`src/rtl/memory_access_unit.sv`:
```
// Memory stage: issues byte/half/word data-memory requests over valid/ready,
// aligns and extends load data, and stalls upstream while an access is in flight.
module memory_access_unit #(
  parameter int CORE         = 0,
  parameter int DATA_WIDTH   = 32,
  parameter int ADDRESS_BITS = 20
) (
  input  logic                    clock,
  input  logic                    reset,
  input  logic                    load,
  input  logic                    store,
  input  logic [2:0]              funct3,
  input  logic [DATA_WIDTH-1:0]   ALU_result,
  input  logic [DATA_WIDTH-1:0]   store_data,
  input  logic [4:0]              regDest_in,
  input  logic                    regEn_in,
  output logic                    mem_req_valid,
  input  logic                    mem_req_ready,
  output logic [ADDRESS_BITS-1:0] mem_req_addr,
  output logic                    mem_req_we,
  output logic [3:0]              mem_req_byte_en,
  output logic [DATA_WIDTH-1:0]   mem_req_data,
  input  logic                    mem_resp_valid,
  input  logic [DATA_WIDTH-1:0]   mem_resp_data,
  output logic                    stall,
  output logic                    access_fault,
  output logic [DATA_WIDTH-1:0]   regRead_m,
  output logic [4:0]              regDest_m,
  output logic                    regEn_m,
  input  logic                    report
);

  typedef enum logic [1:0] {StIdle, StReq, StWait, StDone} state_e;

  state_e                  state_q, state_d;
  logic [ADDRESS_BITS-1:0] addr_q, addr_d;
  logic [2:0]              funct3_q, funct3_d;
  logic [DATA_WIDTH-1:0]   sdata_q, sdata_d;
  logic [4:0]              dest_q, dest_d;
  logic                    en_q, en_d;
  logic                    is_load_q, is_load_d;
  logic [DATA_WIDTH-1:0]   read_q, read_d;
  logic [4:0]              rdest_q, rdest_d;
  logic                    ren_q, ren_d;
  logic                    fault_q, fault_d;

  logic                    mem_access;
  logic                    illegal;
  logic                    in_req;
  logic [3:0]              byte_en;
  logic [DATA_WIDTH-1:0]   wdata;
  logic [DATA_WIDTH-1:0]   lane;
  logic [DATA_WIDTH-1:0]   load_value;

  // Status reporting is a simulation aid only; the datapath ignores it.
  logic                    unused_report;
  logic [31:0]             unused_core;
  assign unused_report = report;
  assign unused_core   = 32'(CORE);

  assign mem_access = load | store;
  assign illegal    = (load && store)
                    || (funct3 == 3'b011) || (funct3[2:1] == 2'b11)
                    || (store && funct3[2])
                    || ((funct3[1:0] == 2'b01) && ALU_result[0])
                    || ((funct3[1:0] == 2'b10) && (ALU_result[1:0] != 2'b00));

  always_comb begin
    byte_en = 4'b1111;
    wdata   = sdata_q;
    case (funct3_q[1:0])
      2'b00: begin
        byte_en = 4'b0001 << addr_q[1:0];
        wdata   = {4{sdata_q[7:0]}};
      end
      2'b01: begin
        byte_en = addr_q[1] ? 4'b1100 : 4'b0011;
        wdata   = {2{sdata_q[15:0]}};
      end
      default: ;
    endcase
  end

  assign lane = mem_resp_data >> {addr_q[1:0], 3'b000};

  always_comb begin
    load_value = lane;
    case (funct3_q)
      3'b000:  load_value = {{(DATA_WIDTH-8){lane[7]}}, lane[7:0]};
      3'b001:  load_value = {{(DATA_WIDTH-16){lane[15]}}, lane[15:0]};
      3'b100:  load_value = {{(DATA_WIDTH-8){1'b0}}, lane[7:0]};
      3'b101:  load_value = {{(DATA_WIDTH-16){1'b0}}, lane[15:0]};
      default: ;
    endcase
  end

  always_comb begin
    state_d   = state_q;
    addr_d    = addr_q;
    funct3_d  = funct3_q;
    sdata_d   = sdata_q;
    dest_d    = dest_q;
    en_d      = en_q;
    is_load_d = is_load_q;
    read_d    = read_q;
    rdest_d   = rdest_q;
    ren_d     = ren_q;
    fault_d   = 1'b0;
    stall     = 1'b0;
    unique case (state_q)
      StIdle: begin
        if (!mem_access) begin
          read_d  = ALU_result;
          rdest_d = regDest_in;
          ren_d   = regEn_in;
        end else if (illegal) begin
          ren_d   = 1'b0;
          fault_d = 1'b1;
        end else begin
          stall     = 1'b1;
          addr_d    = ALU_result[ADDRESS_BITS-1:0];
          funct3_d  = funct3;
          sdata_d   = store_data;
          dest_d    = regDest_in;
          en_d      = regEn_in;
          is_load_d = load;
          ren_d     = 1'b0;
          state_d   = StReq;
        end
      end
      StReq: begin
        stall = 1'b1;
        if (mem_req_ready) begin
          state_d = is_load_q ? StWait : StDone;
        end
      end
      StWait: begin
        stall = 1'b1;
        if (mem_resp_valid) begin
          read_d  = load_value;
          rdest_d = dest_q;
          ren_d   = en_q;
          state_d = StDone;
        end
      end
      StDone: begin
        // Upstream still presents the finished access this cycle; leave a bubble.
        ren_d   = 1'b0;
        state_d = StIdle;
      end
      default: state_d = StIdle;
    endcase
  end

  always_ff @(posedge clock or posedge reset) begin
    if (reset) begin
      state_q   <= StIdle;
      addr_q    <= '0;
      funct3_q  <= '0;
      sdata_q   <= '0;
      dest_q    <= '0;
      en_q      <= 1'b0;
      is_load_q <= 1'b0;
      read_q    <= '0;
      rdest_q   <= '0;
      ren_q     <= 1'b0;
      fault_q   <= 1'b0;
    end else begin
      state_q   <= state_d;
      addr_q    <= addr_d;
      funct3_q  <= funct3_d;
      sdata_q   <= sdata_d;
      dest_q    <= dest_d;
      en_q      <= en_d;
      is_load_q <= is_load_d;
      read_q    <= read_d;
      rdest_q   <= rdest_d;
      ren_q     <= ren_d;
      fault_q   <= fault_d;
    end
  end

  assign in_req          = (state_q == StReq);
  assign mem_req_valid   = in_req;
  assign mem_req_addr    = in_req ? {addr_q[ADDRESS_BITS-1:2], 2'b00} : '0;
  assign mem_req_we      = in_req & ~is_load_q;
  assign mem_req_byte_en = in_req ? byte_en : 4'b0000;
  assign mem_req_data    = in_req ? wdata : '0;
  assign access_fault    = fault_q;
  assign regRead_m       = read_q;
  assign regDest_m       = rdest_q;
  assign regEn_m         = ren_q;

endmodule
```
`config.mk`:
```
export PLATFORM = sky130hd
export DESIGN_NAME = memory_access_unit
export DESIGN_NICKNAME = d
export VERILOG_FILES = /design/src/rtl/memory_access_unit.sv
export SDC_FILE = /design/constraint.sdc
export NUM_CORES = 1
export LEC_CHECK = 0
export CAP_MARGIN = 20
export CORE_ASPECT_RATIO = 2
export CORE_MARGIN = 2
export CORE_UTILIZATION = 30
export DETAILED_ROUTE_END_ITERATION = 12
export PLACE_DENSITY = 0.68
export REMOVE_ABC_BUFFERS = 1
export SYNTH_ARGS = -nofsm -noshare
export SYNTH_HDL_FRONTEND = slang
export SYNTH_SLANG_ARGS = --single-unit
```
`constraint.sdc`:
```
create_clock -name clock -period 4.7 [get_ports clock]
set_clock_uncertainty 0.05 [all_clocks]
set_input_delay 1.175 -clock clock [delete_from_list [all_inputs] [get_ports clock]]
set_output_delay 1.175 -clock clock [all_outputs]
set_load 0.1 [all_outputs]
```
==> summary.md <==
| Metric | Value |
|---|---|
| CTS buffer count | 9 |
| Share of layout cells above drive strength 1 | 23.4% |
| Area Overhead vs Synth | 39.6% |
| Mapped cell area | 0.00619 mm^2 |
| Worst reg2reg endpoint | regRead_m[27] |
| Final WS setup | 0.695 ns |
| Post-Synth XOR/XNOR Area | 0.141% |
| GR Util met3 | 2.64% |
| Seq cells post-synth | 103 |
| Met2 usage | 30.7% |
| Synth Flop Type | dfrtp_1 |
| Post-detailed-route wirelength per cell | 18.3 um |
| Complex-gate fraction of the synthesized area | 11.0% |
| IO Pins | 210 |
| Post-synth top area share | 41.6% |
| Buffers on Ports | 206 |
| Max-slew violations | 0 |
| Layout Nets | 868 |
| Clock Latency Late Sink | 0.35 ns |
| RSZ-0062 raised after global routing | no |
| Via count | 4885 |
| Design area | 0.00864 mm^2 |
| Multiplexer area fraction after synthesis | 25.4% |
| Min-delay src | is_load_q |
| H-tree levels | 3 |
| WL final | 18700 um |
| Min Hold Slack | 0.452 ns |
| Num Clock Sinks | 103 |
| Cell count of the worst reg-to-reg path | 7 |
| DRT antenna net count | 0 |
| Hold-critical path depth | 1 |
| Clk slew on worst S/H paths | 0.07 ns |
| Die area | 0.0219 mm^2 |
| Synth top area cells | dfrtp_1 (42%), mux2_4 (14%), mux2i_1 (8.7%), nand2_1 (3.9%), and2_1 (3.6%) |
| Adder-Cell Fraction of Synth Area | 1.21% |
| CTS tree | built |
| Fraction of registers with async set/reset | 100% |
| CTS Hold Buffers Added | 0 |
| Fin. Hold Viols | 0 |
| WHS Endpoint | is_load_q |
| Top cells by count, synth | dfrtp_1 (103), nand2_1 (64), mux2_4 (59) |
| Site Rows | 74 |
| Top-count cell post-synth | dfrtp_1 |
| Root Buffer | clkbuf_16 |
| RePlAce Congestion | 0.811 |
| YS warnings | 0 |
| Worst slack, placed | 0.694 ns |
| Slowest CP cell | clkdlybuf4s50_1 |
| CTS Buffer Depth | 2 |
| DRC violations left | 0 |
| Antenna violations before repair | 1 |
| Area used by multi-input combinational logic | 0.00327 mm^2 |
| Synth Area per Inst | 10.8 um^2 |
| Worst slew margin | 29.2% |
| Critical path cell sequence | clkdlybuf4s50_1 -> xnor2_1 -> o2bb2ai_1 -> and3_4 -> o21ba_2 -> buf_12 |
| Largest net degree at the start of global routing | 63 |
| Max Clk Rate | 250 MHz |
| R2r startpoint | state_q[0] |
| Critical path type | input pin to output port |
| DIE WIDTH | 106 um |
| Post-Synthesis Cells | 571 |
| Startpoint Class | input pin |
| Core Area | 0.0204 mm^2 |
| Number of synthesized flops with an enable pin | 0 |
| CP max stage delay | 0.58 ns |
| Detailed Place HPWL | 13400 um |
| Setup violations, final | 0 |
| Synth area leader | dfrtp_1 |
| Die Span Y | 207 um |
| Post-synthesis sequential area ratio | 41.6% |
| Critical Path Sink Type | output port |
| DR vias/cell | 4.78 |
| Worst Path Arrival | 2.78 ns |
| Fill cells | 1979 |
| Final Cycle Share | 85.2% |
| Simple-gate share of the synthesized area | 14.6% |
| Post CTS Setup Buffer Count | 0 |
| Total iterations of the first detailed-routing run | 4 |
| Min cycle time layout | 4.00 ns |
| Number of max-cap violations | 0 |
| GRT Residual Overflow | 0 |
| Met1 Track Usage GR | 20.0% |
| Worst slew pin tran | 1.06 ns |
| R2R Setup Slk | 2.24 ns |
| Crit path required time | 3.47 ns |
| Vias in the first global route | 5098 |
| GRT busiest layer | met2 |
| Dpl cell area | 0.00834 mm^2 |
| Initial Util | 30.4% |
| Register area | 0.00258 mm^2 |
| Distinct cells, synth | 45 |
| DRT iter0 DRCs | 220 |
| First-pass GRT wire length | 29100 um |
| Outcome | finished clean |
| Hold/Removal Path Class | flip-flop to flip-flop |
| Largest family of logic cells by synthesized area | multiplexers |
| Post-cts sizing count | 0 |
| All-Layer GR Usage | 17.3% |
| Crit path max fanout | 6 |
==> stage by stage <==
stage / TNS (ns) / instances / utilization (%)
CTS: 0 / 1018 / 42.3
global placement: 0 / 1004 / 41.0
floorplan: -6.17 / 524 / -
detailed placement: 0 / 1004 / 41.0
finish: 0 / 1021 / 42.4
global route: 0 / 1020 / 42.4
==> state kept, by name, summed over array words and instances, names as in the netlist <==
register      cells
state_q           2
addr_q           20
dest_q            5
regRead_m        32
en_q              1
funct3_q          3
sdata_q          32
is_load_q         1
regEn_m           1
regDest_m         5
access_fault      1
==> placed cells by master (no fill, tap or decap), drive strengths merged, types with 11 or more instances in the layout <==
master / n
clkdlybuf4s50: 149
clkbuf: 13
a41oi: 17
nand2: 64
mux2: 70
dfrtp: 103
a21oi: 19
mux2i: 54
and2: 36
nor2: 37
nor2b: 19
buf: 66
or2: 18
o21ai: 11
==> worst max-delay path by stage <==
| stage | end | slack, ns | from | cells after the start |
|---|---|---|---|---|
| after floorplan | mem_req_data[10] | -0.76 | state_q[1] | 3 |
| after detailed placement | stall | 0.69 | load | 6 |
| after global placement | stall | 0.75 | load | 6 |
| final | stall | 0.70 | load | 6 |
| after CTS | stall | 0.69 | load | 6 |
| after global routing | stall | 0.58 | load | 6 |
==> kinds of logic (layout without fill, tap and decap cells) <==
family,Yosys count,in the layout
flip-flops,103,103
multiplexers,125,125
AND/OR/NAND/NOR,185,185
AO/OA/AOI/OAI,93,93
other,1,4
adder cells (fa/ha/maj),6,6
XOR/XNOR,1,1
buffers and inverters,57,238
==> layout make-up <==
| cell class | instances | area share [%] |
|---|---|---|
| Multi-Input combinational cell | 412 | 37.8 |
| Sequential cell | 103 | 29.8 |
| Timing Repair Buffer | 215 | 25.0 |
| Tap cell | 266 | 3.85 |
| Clock buffer | 13 | 3.01 |
| Inverter | 9 | 0.420 |
| Clock inverter | 1 | 0.0579 |
| Antenna cell | 2 | 0.0579 |
==> worst max-delay path, delay by kind of cell <==
family | cells | cell delay (ns)
XOR/XNOR | 1 | 0.11
AO/OA/AOI/OAI | 2 | 0.46
buffers and inverters | 2 | 0.75
AND/OR/NAND/NOR | 1 | 0.27
==> layer usage <==
| metal | wire length (um) | share of wire, % |
|---|---|---|
| met3 | 678 | 3.6 |
| met5 | 0 | 0 |
| met1 | 7520 | 40 |
| met2 | 9980 | 53 |
| met4 | 537 | 2.9 |
Power is left out: the tool's default activity adds up to more than one toggle a clock period on the data nets, which glitch-free logic cannot reach.
